File: src/rtl/regfile_wb_arbiter.sv
// regfile_wb_arbiter: shares the register-file write port between WB and a long-latency unit
module regfile_wb_arbiter #(
    parameter int DEPTH        = 4,
    parameter int STARVE_LIMIT = 8
) (
    input  logic        clk,
    input  logic        rst,
    input  logic        pipe_we,
    input  logic [4:0]  pipe_rd,
    input  logic [31:0] pipe_data,
    input  logic        lu_valid,
    input  logic [4:0]  lu_rd,
    input  logic [31:0] lu_data,
    output logic        lu_ready,
    input  logic        mark_valid,
    input  logic [4:0]  mark_rd,
    input  logic        dec_valid,
    input  logic [4:0]  dec_rs1,
    input  logic [4:0]  dec_rs2,
    input  logic [4:0]  dec_rd,
    output logic        stall,
    output logic        pipe_hold,
    output logic        rf_we,
    output logic [4:0]  rf_rd,
    output logic [31:0] rf_wdata
);
    localparam int AW = $clog2(DEPTH);
    localparam int SW = $clog2(STARVE_LIMIT + 1);
    localparam logic [AW:0]   FULL  = DEPTH[AW:0];
    localparam logic [SW-1:0] LIMIT = STARVE_LIMIT[SW-1:0];

    logic [4:0]    q_rd   [DEPTH];
    logic [31:0]   q_data [DEPTH];
    logic [AW-1:0] wptr, rptr;
    logic [AW:0]   count;
    logic [SW-1:0] starve;
    logic [31:0]   busy, busy_nx;
    logic          src_lu, pipe_sel, pop, push;

    assign lu_ready  = count < FULL;
    assign pipe_sel  = pipe_we && pipe_rd != 5'd0;
    assign pop       = !pipe_sel && count != '0;
    assign push      = lu_valid && lu_ready && lu_rd != 5'd0;
    assign stall     = dec_valid && (busy[dec_rs1] || busy[dec_rs2] || busy[dec_rd]);
    assign pipe_hold = starve == LIMIT;

    // FIFO storage needs no reset; the pointers define what is valid
    always_ff @(posedge clk) begin
        if (push) begin
            q_rd[wptr]   <= lu_rd;
            q_data[wptr] <= lu_data;
        end
    end

    // FIFO pointers and occupancy; push and pop together leave count unchanged
    always_ff @(posedge clk or posedge rst) begin
        if (rst) begin
            wptr  <= '0;
            rptr  <= '0;
            count <= '0;
        end else begin
            wptr  <= push ? wptr + AW'(1) : wptr;
            rptr  <= pop ? rptr + AW'(1) : rptr;
            count <= (push && !pop) ? count + 1'b1 : (!push && pop) ? count - 1'b1 : count;
        end
    end

    // Scoreboard update: clear on committed long-unit write, then set so a new mark wins
    always_comb begin
        busy_nx = busy;
        if (rf_we && src_lu) busy_nx[rf_rd] = 1'b0;
        if (mark_valid) busy_nx[mark_rd] = 1'b1;
        busy_nx[0] = 1'b0;
    end

    // Scoreboard register
    always_ff @(posedge clk or posedge rst) begin
        if (rst) busy <= '0;
        else busy <= busy_nx;
    end

    // Starvation counter: counts cycles with buffered results but no pop, saturating
    always_ff @(posedge clk or posedge rst) begin
        if (rst) starve <= '0;
        else if (count == '0 || pop) starve <= '0;
        else if (starve != LIMIT) starve <= starve + 1'b1;
    end

    // Registered write port; address/data hold when no write is selected
    always_ff @(posedge clk or posedge rst) begin
        if (rst) begin
            rf_we    <= 1'b0;
            src_lu   <= 1'b0;
            rf_rd    <= '0;
            rf_wdata <= '0;
        end else begin
            rf_we  <= pipe_sel || pop;
            src_lu <= pop;
            if (pipe_sel) begin
                rf_rd    <= pipe_rd;
                rf_wdata <= pipe_data;
            end else if (pop) begin
                rf_rd    <= q_rd[rptr];
                rf_wdata <= q_data[rptr];
            end
        end
    end
endmodule

File: config.mk
export PLATFORM = sky130hd
export DESIGN_NAME = regfile_wb_arbiter
export DESIGN_NICKNAME = d
export VERILOG_FILES = /design/src/rtl/regfile_wb_arbiter.sv
export SDC_FILE = /design/constraint.sdc
export NUM_CORES = 1
export LEC_CHECK = 0
export ABC_AREA = 1
export ABC_CLOCK_PERIOD_IN_PS = 8000
export CAP_MARGIN = 20
export CORE_MARGIN = 5
export CORE_UTILIZATION = 30
export CTS_BUF_LIST = sky130_fd_sc_hd__clkbuf_4 sky130_fd_sc_hd__clkbuf_8
export DETAILED_ROUTE_END_ITERATION = 10
export SLEW_MARGIN = 5
export SYNTH_ARGS = -nofsm -noshare
export SYNTH_HDL_FRONTEND = slang
export SYNTH_SLANG_ARGS = --single-unit
File: constraint.sdc
create_clock -name clk -period 8 [get_ports clk]
set_clock_uncertainty 0.1 [all_clocks]
set_input_delay 1.6 -clock clk [delete_from_list [all_inputs] [get_ports clk]]
set_output_delay 1.6 -clock clk [all_outputs]
set_load 0.1 [all_outputs]
; Word-level counts from Yosys, hierarchy flattened
; Memory sizes are Yosys's and may differ from the RTL's.
; Index checks and enable logic that the tools add are counted.
[op_classes]
shift = 0
magnitude_cmp = 8
add_sub_neg = 5
n_div = 0
bitwise = 3
n_eq_ne = 2
mul = 0
n_mux = 22
reduce_logical = 24
[ops]
columns = operator, count
row1 = $mux W32, 4
row2 = $and A32 B32 Y32, 1
row3 = $not A32 Y32, 1
row4 = $or A32 B32 Y32, 1
row5 = $lt A5 B6 Y1 const B, 5
row6 = $bmux W1 S5, 3
row7 = $demux W1 S5, 2
row8 = $ge A5 B1 Y1 const B, 2
row9 = $logic_and A1 B1 Y1, 10
row10 = $mux W5, 2
row11 = $reduce_bool A5 Y1, 2
row12 = $mux W4, 2
row13 = $mux W1, 7
row14 = $mux W3, 2
row15 = $reduce_bool A2 Y1, 3
row16 = $add A2 B1 Y2 const B, 2
row17 = $add A4 B1 Y4 const B, 1
row18 = $eq A4 B4 Y1 const B, 1
row19 = $logic_or A1 B1 Y1, 4
row20 = $ne A4 B4 Y1 const B, 1
row21 = $add A3 B1 Y3 const B, 1
row22 = $logic_not A1 Y1, 3
row23 = $logic_not A3 Y1, 1
row24 = $lt A3 B3 Y1 const B, 1
row25 = 2 further kinds, 2
[word_totals]
mem_bits_ro = 0
in_bits = 100
regBits = 81
elab_cells = 75
output_inout_bits = 41
latch_bits = 0
n_memories = 2
ramBits = 148
[memory_table]
columns = memory, words, width, rd, rd_clocked_by_memory_dff, wr, line
row1 = q_data, 4, 32, 1, 0, 1, 33  ; logic [31:0] q_data [DEPTH];
row2 = q_rd, 4, 5, 1, 0, 1, 32  ; logic [4:0] q_rd [DEPTH];

; Depth between registers and ports, before layout
[logic_depth]
ltp_word = 9
ltp_mapped = 13
ltp_nobuf = 11

; Least setup slack after synthesis
; Ideal clock, no wire load.
[synth_timing]
path_kind = input to output
start = in dec_rs2[0]
end = out stall
slack_ns = 3.057
arrival_ns = 3.243
stages = 11
t_required_ns = 6.300
path_buffers = 2
cell_sequence = buf_4 > buf_4 > nand2_1 > nand3_1 > nand3_1 > nand2_1 > nand2_1 > nand3_1 > nand2_1 > nor2_1 > a21oi_2
[synth_via]
elab_chain_len = 5
[synth_lines]
columns = element, line
row1 = start: declaration, 19  ; input logic [4:0] dec_rs2,
row2 = $bmux W1 S5, 44  ; assign stall = dec_valid && (busy[dec_rs1] || busy[dec_rs2] || busy[dec_rd]);
row3 = $mux W1 (implied by the code), 44
row4 = $logic_or A1 B1 Y1 (2 in a row), 44
row5 = $logic_and A1 B1 Y1, 44
row6 = end: declaration, 21  ; output logic stall,
; No other way between the ends. The select of a mux whose other input is x is not followed.

; Final worst setup path
[layout_timing]
start = in dec_rd[0]
end = out stall
[layout_via]
elab_chain_len = 4
[layout_lines]
columns = element, line
row1 = start: declaration, 20  ; input logic [4:0] dec_rd,
row2 = $bmux W1 S5, 44
row3 = $mux W1 (implied by the code), 44
row4 = $logic_or A1 B1 Y1, 44
row5 = $logic_and A1 B1 Y1, 44
; No other way between the ends. The select of a mux whose other input is x is not followed.

==> out/metrics.yaml <==
timing:
  rsz0062_at_grt: "false"
  timing.final.hold_violations: 0
  slew-limit-headroom: 0.286
  final-max-slew-violation-count: 0
  worst_slew_pin_slew_ns: 1.07
  period_needed_ns: 6.19
  final.period_utilization: 0.774
  tns_setup_ns: 0
  setup_violations: 0
  max_freq_mhz: 161
floorplanning:
  dieArea_um2: 37700
  die-height_um: 194
  die_width_um: 194
  start_util: 0.304
  top_level_ports: 141
  fp.coreArea_um2: 33500
  floorplan.rows: 67
detailed_routing:
  avgViaCountPerCell: 4.83
  drt_first_iter_violations: 637
  drt_first_pass_iters: 5
  drt-total-wl_um: 28900
  drt_drc_violations_left: 0
  routed_wire_length_per_instance_um: 17.7
  num_vias: 7880
  final_antenna_net_count: 0
worst_setup_path:
  worst-endpoint-required_ns: 6.30
  worst_setup_path_end_kind: "output port"
  type_of_the_worst_setup_path: "input port to output port"
  reg2reg_depth: 5
  crit_arrival_ns: 4.49
  cp-start-kind: "input port"
  crit_fanout: 17
  setup.worst_path.end: "stall"
  worst_r2r_endpoint: "rf_wdata[24]"
  crit_path_start: "dec_rd[0]"
  rr_startpoint: "count[0]"
  worst-r2r-setup-slack_ns: 5.36
clock_network:
  clock_slew_at_the_register_clock_pins_of_the_worst_setup_and_hold_paths_ns: 0.05
  cts_buffers: 40
  cts_setup_buffers: 0
  postCtsHoldBufs: 0
  clock_latency_ns: 0.53
  cts_max_level: 2
  post_cts_resized: 0
  clk_root_buffer_cell: "clkbuf_8"
  tritoncts: "built"
  cts.sink_count: 229
  cts-root-to-sink-buffers: 3
global_routing:
  grt_start_max_net_pins: 76
  globalRouteTotalUtil: 0.151
  grt_remaining_overflow: 0
  grt_first_pass_wirelength_um: 45500
  grt_pass1_vias: 7948
  antenna_found_initial: 3
logic_synthesis:
  synth.top_cell.area_share: 0.436
  synthesis.area_per_instance_um2: 10.1
  synth-seq-cells: 229
  synthesis.area_um2: 10200
  yosysSeqAreaShare: 0.635
  syn_nets: 1118
  yosysTopAreaCell: "edfxtp_1"
  post_synth_inst_count: 1010
  synth.distinct_cells: 29
  ys_warn_count: 0
  netlist_top_cells_area: "edfxtp_1, dfrtp_1, o21ai_0, nand2_1, nand3_1"
layout:
  layout-drive-gt1-share: 0.0896
  layout.cells.most_common_list: "nand2_1, edfxtp_1, clkdlybuf4s50_1"
  number_of_fill_cells_in_the_layout: 3351
  insertedDiodeCount: 0
  post-route-util: 0.382
  area.growth.synth_to_final_pct: 25.8
  layout.nets: 1260
  final_common_cell: "nand2_1"
  finalNonFillerCells: 1631
min_path:
  hold_path.startpoint: "rf_wdata[13]"
  min-delay-path-class: "register to register"
power_and_ir_drop:
  vdd.ir_drop.worst_mv: 0.316
  design_power_total_mw: 4.98
  static-leakage-power_nw: 4.90
  power-per-cell-area_nw_per_um2: 389
outcome:
  result_of_the_run: "complete, no violations"
place:
  port-buffer-count: 140
  place_congestion: 0.842
  number_of_placed_cells_counting_well_taps: 1558
  post-dp-hpwl_um: 18000
job:
  maxCapViolations: 0
==> kinds of logic after synthesis <==
kind of cell / share of synthesized area
mux: 0.00111
fa+ha+maj: 0.0106
flops: 0.635
simple gates: 0.163
buf+inv: 0.0565
compound gates: 0.129
xor+xnor: 0.00516
==> cell usage after synthesis <==
cell	instances
nand3b_1	1
o211ai_2	5
inv_1	61
o21ai_0	132
ha_1	7
edfxtp_1	148
inv_4	2
a21oi_1	4
or2_1	1
inv_2	7
o311ai_1	1
nand2_2	2
fa_1	1
o22ai_1	36
a21oi_2	1
buf_4	5
buf_2	26
nand2_1	172
dfrtp_1	81
clkbuf_1	8
nor3_1	5
inv_6	1
xor2_1	4
mux2_2	1
nor2_1	119
o21ai_1	65
nand3_1	103
buf_6	9
xnor2_1	2
==> critical path: stages <==
cell and delay (ns):
clkdlybuf4s50_1 0.76, inv_6 0.28, nand2_1 0.08, nand3_1 0.07
nand3_1 0.08, nand2_1 0.09, nand2_1 0.05, nand2_1 0.06
nand2_1 0.04, nand2_1 0.08, inv_1 0.05, a21oi_2 0.12
clkdlybuf4s50_1 1.14
==> area by class of cell <==
cell class                 instances  area, um^2  share of cell area
clock buffer                      59         737              0.0575
tap                              448         561              0.0437
inverter                          71         278              0.0217
multi-input combinational        662        3170               0.248
clock inverter                    14         133              0.0104
timing repair buffer             148        1460               0.114
sequential                       229        6470               0.505
==> layer usage <==
metal | GRT usage | wire length [um] | vias up
li1 | - | - | 3794
met1 | 0.199 | 12900 | 3771
met2 | 0.244 | 13200 | 247
met3 | 0.0438 | 2100 | 62
met4 | 0.0448 | 663 | 6
met5 | 0 | 45 | -
==> registers in the layout, indices dropped and copies added (netlist names) <==
name and cells:
wptr 2, count 3, starve 4, src_lu 1
rptr 2, rf_we 1, busy 31, q_rd 20
rf_wdata 32, rf_rd 5, q_data 128
==> through the flow <==
step	hold slack, ns	instance area [um^2]	setup WS [ns]
2_1_floorplan	0.396	10200	3.06
3_3_place_gp	0.375	11900	1.82
3_5_place_dp	0.383	11900	1.81
4_1_cts	0.398	12800	1.80
5_1_grt	0.420	12800	1.56
6_report	0.392	12800	1.81
==> where the power goes <==
part / switching (mW) / internal [mW]
Clock: 0.481 / 0.661
Sequential: 0.235 / 1.57
Combinational: 1.50 / 0.532
Total: 2.22 / 2.76
==> worst min path at each step <==
| stage | endpoint | cells past startpoint |
|---|---|---|
| floorplan | busy[4] | 2 |
| global placement | rf_wdata[10] | 2 |
| detailed placement | rf_wdata[17] | 2 |
| CTS | rf_wdata[13] | 2 |
| global route | rf_wdata[2] | 2 |
| finish | rf_wdata[13] | 2 |
No activity file was read; power rests on OpenSTA's default activity.
